$ cat config.mk
export PLATFORM = sky130hd
export DESIGN_NAME = sequence_generator
export DESIGN_NICKNAME = d
export VERILOG_FILES = /design/src/rtl/sequence_generator.sv
export SDC_FILE = /design/constraint.sdc
export NUM_CORES = 1
export LEC_CHECK = 0
export CORE_MARGIN = 4
export CORE_UTILIZATION = 48
export CTS_CLUSTER_SIZE = 25
export DETAILED_ROUTE_END_ITERATION = 10
export PLACE_DENSITY = 0.75
export RECOVER_POWER = 25
export SYNTH_ARGS = -nofsm -noshare
export SYNTH_HDL_FRONTEND = slang
export SYNTH_SLANG_ARGS = --single-unit
$ cat constraint.sdc
create_clock -name i_clk -period 2.25 [get_ports i_clk]
set_clock_uncertainty 0.15 [all_clocks]
set_input_delay 0.225 -clock i_clk [delete_from_list [all_inputs] [get_ports i_clk]]
set_output_delay 0.225 -clock i_clk [all_outputs]
set_load 0.01 [all_outputs]
$ cat src/rtl/sequence_generator.sv
// sequence_generator: serialises the low LEN bits of a captured pattern MSB-first, REPEAT+1 times, then pulses DONE
module sequence_generator #(
    parameter int W = 8
) (
    input  logic         i_clk,
    input  logic         i_rst_n,
    input  logic         i_start,
    input  logic         i_abort,
    input  logic [W-1:0] i_pattern,
    input  logic [3:0]   i_len,
    input  logic [3:0]   i_repeat,
    output logic         o_x,
    output logic         o_valid,
    output logic         o_busy,
    output logic         o_done
);
    typedef enum logic [1:0] {IDLE, SEND, FIN} state_t;
    localparam logic [3:0] WL = 4'(W);
    state_t       r_state, w_state_nxt;
    logic [W-1:0] r_pat;
    logic [3:0]   r_len, r_rep, r_bit;
    logic         r_x;
    logic [3:0]   w_len_eff, w_bit_nxt, w_rep_nxt;
    logic [15:0]  w_in_ext, w_pat_ext;
    logic         w_accept, w_x_nxt;
    assign w_len_eff = (i_len > WL) ? WL : i_len;
    assign w_in_ext  = 16'(i_pattern);
    assign w_pat_ext = 16'(r_pat);
    assign w_accept  = (r_state == IDLE) && i_start && !i_abort && (i_len != 4'd0);
    assign o_x       = r_x;
    assign o_valid   = (r_state == SEND);
    assign o_busy    = (r_state == SEND);
    assign o_done    = (r_state == FIN);
    // state register
    always_ff @(posedge i_clk or negedge i_rst_n) begin
        if (!i_rst_n) r_state <= IDLE;
        else          r_state <= w_state_nxt;
    end
    // next state, next bit/repetition counters and next serial bit; r_bit always indexes the bit on X
    always_comb begin
        w_state_nxt = r_state;
        w_bit_nxt   = r_bit;
        w_rep_nxt   = r_rep;
        w_x_nxt     = 1'b0;
        if (i_abort) begin
            w_state_nxt = IDLE;
            w_bit_nxt   = 4'd0;
            w_rep_nxt   = 4'd0;
        end else begin
            case (r_state)
                IDLE: if (w_accept) begin
                    w_state_nxt = SEND;
                    w_bit_nxt   = w_len_eff - 4'd1;
                    w_rep_nxt   = i_repeat;
                    w_x_nxt     = w_in_ext[w_len_eff - 4'd1];
                end
                SEND: if (r_bit != 4'd0) begin
                    w_bit_nxt = r_bit - 4'd1;
                    w_x_nxt   = w_pat_ext[r_bit - 4'd1];
                end else if (r_rep != 4'd0) begin
                    w_rep_nxt = r_rep - 4'd1;
                    w_bit_nxt = r_len - 4'd1;
                    w_x_nxt   = w_pat_ext[r_len - 4'd1];
                end else begin
                    w_state_nxt = FIN;
                end
                default: w_state_nxt = IDLE;
            endcase
        end
    end
    // captured transmission parameters, frozen for the whole transmission
    always_ff @(posedge i_clk or negedge i_rst_n) begin
        if (!i_rst_n) begin
            r_pat <= '0;
            r_len <= 4'd0;
        end else if (w_accept) begin
            r_pat <= i_pattern;
            r_len <= w_len_eff;
        end
    end
    // counters and registered serial output
    always_ff @(posedge i_clk or negedge i_rst_n) begin
        if (!i_rst_n) begin
            r_bit <= 4'd0;
            r_rep <= 4'd0;
            r_x   <= 1'b0;
        end else begin
            r_bit <= w_bit_nxt;
            r_rep <= w_rep_nxt;
            r_x   <= w_x_nxt;
        end
    end
endmodule

# ---- After elaboration in Yosys (flattened, before gate mapping)
# Index checks and enable logic that the tools add are counted.
dict set report word_totals {
  regBits 23
  input_bits 20
  output_inout_bits 4
  word_cells 60
}
dict set report classes {
  n_lt_le_gt_ge 4
  eq_ne 7
  muxes 27
  n_reduce_logical 12
  add_sub_neg 4
}
# op n
set op_table {}
lappend op_table {{$mux 4} 9}
lappend op_table {{$pmux 4 s2} 2}
lappend op_table {{$sub 4x1->4 const B} 4}
lappend op_table {{$lt 4x5->1 const B} 3}
lappend op_table {{$bmux 1 s4} 3}
lappend op_table {{$reduce_bool 4->1} 3}
lappend op_table {{$ne 3x3->1 const B} 3}
lappend op_table {{$mux 2} 4}
lappend op_table {{$mux 1} 7}
lappend op_table {{$reduce_and 3->1} 2}
lappend op_table {{$gt 4x4->1 const B} 1}
lappend op_table {{$ne 4x2->1 const B} 1}
lappend op_table {{$pmux 2 s2} 1}
lappend op_table {{$reduce_and 4->1} 1}
lappend op_table {{$logic_and 1x1->1} 3}
lappend op_table {{$ne 3x2->1 const B} 1}
lappend op_table {{$reduce_bool 3->1} 1}
lappend op_table {{$eq 2x1->1 const B} 1}
lappend op_table {{$eq 2x2->1 const B} 1}
lappend op_table {{$logic_not 2->1} 1}
lappend op_table {{$pmux 1 s2} 1}
lappend op_table {{$logic_not 1->1} 1}

# ---- Depth between registers and ports, before layout
dict set report depth {
  word_depth 8
  depth_mapped 7
  ltp_nobuf 6
}

# ---- Worst setup path before layout
# OpenSTA, ideal clock, no wires.
dict set report synth_path {
  path_kind {register to register}
  from {register r_bit[0]}
  to {register r_bit[2]}
  required_time_ns 1.975
  setup_time_ns 0.125
  synth_period_minus_slack_ns 2.174
  arrival_time_ns 1.899
  stages_incl_launch_ff 7
  n_path_buf 0
  path_slack_ns 0.076
  path_cell_list {dfrtp_1 inv_1 ha_1 or3b_1 o21a_1 o31a_4 mux2_4}
}
dict set report synth_between {
  elab_chain_cells 4
  elab_cells_between_ends 7
  cone_classes {add/sub: 1; eq/ne: 1; mux: 3; reduce/logical: 2}
}
# element line_no
set synth_rtl {}
lappend synth_rtl {{start, declared} 21} ;# logic [3:0] r_len, r_rep, r_bit;
lappend synth_rtl {{start signal, assigned} 88} ;# r_bit <= w_bit_nxt;
lappend synth_rtl {{$sub 4x1->4 or $reduce_bool 4->1 (tied branches)} {58, 57}}
lappend synth_rtl {{$mux 4} 57} ;# SEND: if (r_bit != 4'd0) begin
lappend synth_rtl {{$pmux 4 s2} 50} ;# case (r_state)
lappend synth_rtl {{$mux 4} 45} ;# if (i_abort) begin
# Several ways; a longest one is shown, not always the timed one.
# A chain may end at the register's enable or synchronous reset.

# ---- Final worst setup path
dict set report layout_path {
  from {register r_rep[0]}
  to {register r_bit[2]}
}
dict set report layout_between {
  elab_chain_cells 3
}
# element line_no
set layout_rtl {}
lappend layout_rtl {{start, declared} 21}
lappend layout_rtl {{start signal, assigned} 89} ;# r_rep <= w_rep_nxt;
lappend layout_rtl {{$reduce_bool 4->1} 60} ;# end else if (r_rep != 4'd0) begin
lappend layout_rtl {{$ne 4x2->1 (no line)} n/a}
lappend layout_rtl {{$reduce_and 3->1 (no line)} n/a}
# Every way passes these cells.

==> run metrics <==
unrepaired setup endpoints after global routing=no; Post-CTS Setup Inserts=0; critical path endpoint category=flop; reg-to-reg slack, setup=between 100 and 150 ps; status=completed; vias=1221; Min Hold Slack=around 390 ps; Logic pwr share=between 40% and 50%; met1 usage=19.6%; Synth Area in XOR/XNOR=approximately 1.7%; vias in the first global route=around 1400; number of diodes=0; Compound-Gate Fraction of Synth Area=between 10% and 20%; CTS max path bufs=2; GRT overflow=0; I/O Pins=24; type of the most critical hold path=reg -> reg; GRT Max-Usage Layer=met2; main combinational cell family by area after synthesis=multiplexers; worst slew pin tran=roughly 1200 ps; mean post-synth cell area=approximately 11 µm²; met2 Use GR=about a third; initial antenna violation count=0; syn nets=~160; sw power=between 400 and 500 µW; most area-consuming cells after synthesis=dfrtp_1 38%, mux2_2 8.2%, mux2i_1 7.9%; met3 Usage GRT=~2.3%; DRC=0; adder-cell share of the synthesized area=4.95%; Avg WL per Cell=~16 µm; GRT Total Usage=between 10% and 20%; number of nets in the layout=196; H-tree levels=1; synthesized cell area=~1500 µm²; ys flop type=dfrtp_1; Fmax=approximately 470 MHz; CTS tree=built; Synth cell types=43; Max-cap violations=0; vias per std cell=between 5 and 6; core area=3030 µm²; Tcrit/Tclk final=between 90% and 100%; Final Hold Vio Count=0; commonest non-fill, non-tap cells in the layout=23 x dfrtp_1, 22 x clkdlybuf4s50_1, 12 x mux2i_1; largest net degree at the start of global routing=24; post-synthesis mux area share=around a quarter; area leader, netlist=dfrtp_1; # fillers=between 200 and 300; CTS Buf Count=3; synthesis-stage register bit count=23; Int Power=~960 µW; Routed WL=between 3000 and 4000 µm; Initial Util=~50%; clock share of power=13.4%; CP arrival=2200 ps; I/O Buffers=23; Synth Area in Simple Gates=roughly 15%; CTS clk-pin slew, worst paths=around 120 ps; Final Max Slew Viols=0; Synth Instances=about 140; row count=20; Detailed Place HPWL=~2700 µm; die area=a little over 4000 µm²; Detail Route Antenna Nets=0; endpoints failing setup=0; Synth async-reset ratio=100%; Layout Cells excl Fill=between 200 and 250; Worst-Skew Late Latency=just over 300 ps; Startpoint Class=flop; CTS Sinks=23; synth-to-layout area growth=24.6%; CP Max Fanout=4; critical path type=reg -> reg; Die Y=about 64 µm; most common cell after layout, fill and taps aside=dfrtp_1; static leakage=0.000824 µW; CTS root buffer=clkbuf_4; post-synthesis sequential area ratio=a little under two fifths; Seq pwr share=39.6%; Max VDD drop=0.000433 V; first-pass GRT wire length=6010 µm; YS warnings=0; Post-synth EDFFs=0; placed insts=around 210; Pwr Density=between 700 and 800 nW/µm²; fin crit period=around 2100 ps; Die X=around 64 µm; share of cells above drive strength 1=between 20% and 30%; Yosys top cell area share=a little under two fifths; GPL Wtd Cong=0.920; Worst slew margin=16.8%; Required @ worst endpoint=2310 ps; Initial DRC Count=64; sw frac=approximately a third; DR pass1 iterations=4
-- power by group through the flow --
stage	Combinational [µW]	Clock (µW)	Sequential, µW
2_1_floorplan	463	0	563
3_3_place_gp	660	0	579
3_5_place_dp	680	0	584
4_1_cts	684	204	576
5_1_grt	749	221	589
6_report	683	194	577
-- cells by family (layout without fill, tap and decap cells) --
| logic type | Yosys count | count (layout) |
|---|---|---|
| simple gates | 38 | 38 |
| mux | 29 | 29 |
| flops | 23 | 23 |
| compound gates | 21 | 21 |
| buf+inv | 17 | 49 |
| fa+ha+maj | 6 | 6 |
| xor+xnor | 3 | 3 |
-- flip-flops by register name, indices dropped and copies added (netlist names) --
signal   count
r_pat        8
r_bit        4
r_len        4
r_rep        4
r_state      2
o_x          1
-- per-stage QoR --
stage	setup slack [ps]	power [µW]	area [µm²]	util, %	TNS, ps
after floorplan	76.4	1030	1520	-	0
after global placement	-50.7	1240	1870	61.7	-108
after detailed placement	-97.8	1260	1870	61.7	-217
after CTS	0.156	1460	1890	62.5	0
after global routing	22.1	1560	1890	62.5	0
final	116	1450	1890	62.5	0
-- cell usage after synthesis, drive strengths merged, types with 4 or more instances --
master,number
ha,6
nand2,7
mux2i,12
inv,10
nor3,4
mux2,12
mux4,5
nor2,7
clkbuf,4
dfrtp,23
-- path summary, 6_finish.rpt --
check,startpoint,end,depth (start not counted)
min in group asynchronous,i_rst_n,r_state[0]$_DFFE_PN0P_,2
worst min register to register,r_pat[4]$_DFFE_PN0P_,r_pat[4]$_DFFE_PN0P_,1
worst min-delay path,r_pat[4]$_DFFE_PN0P_,r_pat[4]$_DFFE_PN0P_,1
worst max register to register,r_rep[0]$_DFFE_PN0P_,r_bit[2]$_DFFE_PN0P_,6
worst max-delay path,r_rep[0]$_DFFE_PN0P_,r_bit[2]$_DFFE_PN0P_,6
max in group asynchronous,i_rst_n,r_pat[3]$_DFFE_PN0P_,2
-- area by class of cell --
cell class / instances / area [µm²] / area share (%)
inverter: 10 / 37.5 / 1.98
clock buffer: 4 / 26.3 / 1.39
sequential: 23 / 576 / 30.4
tap: 44 / 55.1 / 2.91
timing repair buffer: 35 / 329 / 17.4
multi-input combinational: 97 / 868 / 45.9
-- worst max-delay path, stage by stage (launching register included) --
cell     delay, ps
dfrtp_1        420
inv_1          110
ha_1           150
or3b_4         410
o21a_1         210
o31a_4         300
mux2_4         290
-- routing by layer --
metal	wire length, µm	part of all wire [%]
met4	112	3.3
met1	1320	39
met3	132	3.9
met5	0	0
met2	1840	54
-- what timing repair did --
item / CTS / global route
setup endpoints to repair: 0 / 4
endpoints found under the hold margin: 0 / 0
gates resized for setup: 0 / 1
hold buffers: 0 / 0
Power figures use the tool's default switching activity.
==> patch 1, RTL diff (same settings) <==
`W`: 8 -> 12.
--- a/src/rtl/sequence_generator.sv
+++ b/src/rtl/sequence_generator.sv
@@ -1,5 +1,5 @@
 // sequence_generator: serialises the low LEN bits of a captured pattern MSB-first, REPEAT+1 times, then pulses DONE
 module sequence_generator #(
-    parameter int W = 8
+    parameter int W = 12
 ) (
     input  logic         i_clk,
Ports: changed (resized i_pattern); port bits go from 24 to 28. The function was not compared with the original's and may differ.
==> patch 1 against the original RTL <==
Die area is 21% higher; synthesized area is 24% higher; power up 21%; register-to-register slack better by 0.03 ns; hold slack worse by 0.021 ns; sequential cell count is 4 higher; non-clock buffer count is 7 higher; first-iteration DRC count increased by 77%; final area up 21%; worst setup slack better by 0.0025 ns; routed wire length is 34% higher; sequential share of layout area is 0.93 points lower; critical endpoint is now o_valid; largest cell class unchanged.
==> patch 1: results (changes against the original RTL) <==
status finished, final reports clean (unchanged); Sw Share 35.0% (was 33.9%); relative slew slack 1.00% (was 16.8%); sequential cell area fraction in the yosys report 35.9% (was 37.9%); WL met3 227 microns (was 132 microns); r2r setup slk 0.15 ns (was 0.12 ns); worst-skew pair later-pin latency 0.27 ns (was 0.31 ns); GR Util met1 26.4% (was 19.6%); Starting DRT DRC Count 113 (was 64); Slowest cell on crit path clkdlybuf4s50_1 (was dfrtp_1); hold path endpoint r_len[1]$_DFFE_PN0P_ (was r_pat[4]$_DFFE_PN0P_); Comb power 0.794 mW (was 0.683 mW); PortBufs 27 (was 23); Mapped Nets 211 (was 163); Worst Min Path Start r_len[1]$_DFFE_PN0P_ (was r_pat[4]$_DFFE_PN0P_); largest net degree at the start of global routing 28 (was 24); Peak Freq 0.469 GHz (about the same); WL final 4.56 mm (was 3.40 mm); CP max stage delay 0.62 ns (was 0.42 ns); VDD IR max 0.334 mV (was 0.433 mV); leak pwr 0.999 nW (was 0.824 nW); Fillers 319 (was 261); Final nets 246 (was 196); Cell Pwr Density 769 nW/um^2 (about the same); WL met2 2.29 mm (was 1.84 mm); Placement Cell Area 2250 sq um (was 1870 sq um); CP max FO 7 (was 4); Clock power frac 15.7% (was 13.4%); family with the most delay on the worst path buffers and inverters (was compound AO/OA/AOI/OAI gates)
[patch 1: stage by stage]
step	total power [mW]	TNS (ns)	std cells	hold WS (ns)
5_1_grt	1.89	0	264	0.403
3_5_place_dp	1.49	-0.0714	260	0.352
3_3_place_gp	1.44	0	260	0.358
2_1_floorplan	1.24	0	182	-0.221
4_1_cts	1.77	0	264	0.196
6_report	1.76	0	264	0.370
[patch 1: area by class of cell]
class | instances | share of cell area (%)
inverter | 7 | 1.15
sequential | 27 | 29.5
timing repair buffer | 42 | 16.5
clock buffer | 4 | 1.97
multi-input combinational | 136 | 48.2
tap | 48 | 2.62
[patch 1: logic make-up after synthesis]
| logic type | synth area share [%] |
|---|---|
| adders and majority gates | 3.32 |
| muxes | 20.7 |
| AOI/OAI and AO/OA | 17.8 |
| buffers and inverters | 5.52 |
| DFF | 35.9 |
| and+or+nand+nor | 14.0 |
| xor gates and xnor gates | 2.79 |
==> patch 2, RTL diff (config.mk and constraints unchanged) <==
Made on the original files. Re-encode `state_t` (3 states) as one-hot, 3 bits wide.
--- a/src/rtl/sequence_generator.sv
+++ b/src/rtl/sequence_generator.sv
@@ -15,5 +15,5 @@
     output logic         o_done
 );
-    typedef enum logic [1:0] {IDLE, SEND, FIN} state_t;
+    typedef enum logic [2:0] {IDLE = 3'b001, SEND = 3'b010, FIN = 3'b100} state_t;
     localparam logic [3:0] WL = 4'(W);
     state_t       r_state, w_state_nxt;
Check against the original RTL: same outputs for any inputs over 10 cycles, from zero or initial values and one cycle with i_rst_n low; not proved beyond that.
==> patch 2 against the original RTL <==
Worst setup slack improved by 0.067 ns; sequential cell count grew 1; critical endpoint is now r_bit[1]$_DFFE_PN0P_; critical path type unchanged; maximum frequency grew 3.2%; via count increased by 14%; non-clock buffer count shrank 1; highest routed layer unchanged; routed wire length is 7.9% higher; final area grew 2.9%; power decreased by 20%; largest power group is now sequential cells; critical path depth rose by 2; synthesized area up 3.4%.
==> patch 2: results (changes against the original RTL) <==
Starting DRT DRC Count 94 (was 64); WL met2 1.77 mm (was 1.84 mm); r2r setup slk 0.18 ns (was 0.12 ns); # resized after CTS 1 (was 0); Synth Area in Compound Gates 13.8% (was 11.0%); Total GRT Usage 19.2% (was 18.3%); CP max FO 8 (was 4); total number of vias 1,392 (was 1,221); synth top area cells dfrtp_1 37%, nand2_1 9.6%, mux4_2 7.2% (was dfrtp_1 38%, mux2_2 8.2%, mux2i_1 7.9%); Post-Synth XOR/XNOR Area 2.71% (was 1.73%); Mapped Nets 197 (was 163); global-route wire length before repair 6.49 mm (was 6.01 mm); pre-CTS WS -0.0951 ns (was -0.0978 ns); Peak Freq 0.484 GHz (was 0.469 GHz); Adder-Cell Fraction of Synth Area 4.78% (was 4.95%); reg-to-reg critical path startpoint r_bit[1]$_DFFE_PN0P_ (was r_rep[0]$_DFFE_PN0P_); Critical Path AT 2.15 ns (was 2.20 ns); relative slew slack 43.6% (was 16.8%); met2 usage 32.0% (was 35.0%); type of the most critical hold path input port to async pin (was register to register); Synth top cells by count 40 x nand2_1, 23 x dfrtp_1, 12 x nor2_1 (was 23 x dfrtp_1, 12 x mux2i_1, 11 x mux2_2); largest net degree at the start of global routing 16 (was 24); main combinational cell family by area after synthesis simple AND/OR/NAND/NOR gates (was multiplexers); Placed Cells 244 (was 209); met1 wire length 1.58 mm (was 1.32 mm); Final nets 231 (was 196); post-DP HPWL 3.00 mm (was 2.75 mm); status finished, final reports clean (unchanged); routability cong. 0.890 (was 0.920); Placement Cell Area 1910 sq um (was 1870 sq um); Worst-path clk slew 0.14 ns (was 0.12 ns); Reg2Reg Depth 8 (was 6); mux contribution to synthesized area 10.4% (was 24.5%); VDD IR max 0.305 mV (was 0.433 mV); leak pwr 0.895 nW (was 0.824 nW); Final Non-Filler Cells 248 (was 213); Synth cell types 45 (was 43); GR Util met1 25.9% (was 19.6%); sequential cell area fraction in the yosys report 38.4% (was 37.9%); Crit Reg-Reg Endpoint r_bit[1]$_DFFE_PN0P_ (was r_bit[2]$_DFFE_PN0P_); WL final 3.67 mm (was 3.40 mm); Synth Instances 171 (was 137); met3 GRT Util 3.59% (was 2.28%); via count of the first global-routing pass 1,461 (was 1,388); hold slack 0.113 ns (was 0.391 ns)
==> patch 2: power breakdown <==
group / internal [mW] / switching [mW] / total (mW)
Sequential: 0.492 / 0.0554 / 0.547
Combinational: 0.221 / 0.205 / 0.426
Clock: 0.0692 / 0.126 / 0.196
Total: 0.782 / 0.387 / 1.17
==> patch 2: worst max-delay path by stage <==
stage	startpoint	end
4_1_cts	r_state[0]$_DFFE_PN1P_	o_valid
6_report	r_bit[1]$_DFFE_PN0P_	r_bit[1]$_DFFE_PN0P_
3_5_place_dp	i_len[0]	o_x$_DFF_PN0_
5_1_grt	r_bit[1]$_DFFE_PN0P_	r_bit[0]$_DFFE_PN0P_
3_3_place_gp	i_len[0]	o_x$_DFF_PN0_
2_1_floorplan	r_bit[0]$_DFFE_PN0P_	r_rep[2]$_DFFE_PN0P_
==> patch 2: final cells by class <==
cell class,instances,area [sq um]
inverter,11,41.3
fill,281,1130
timing repair buffer,34,314
sequential,24,602
clock buffer,4,26.3
tap,44,55.1
multi-input combinational,131,908
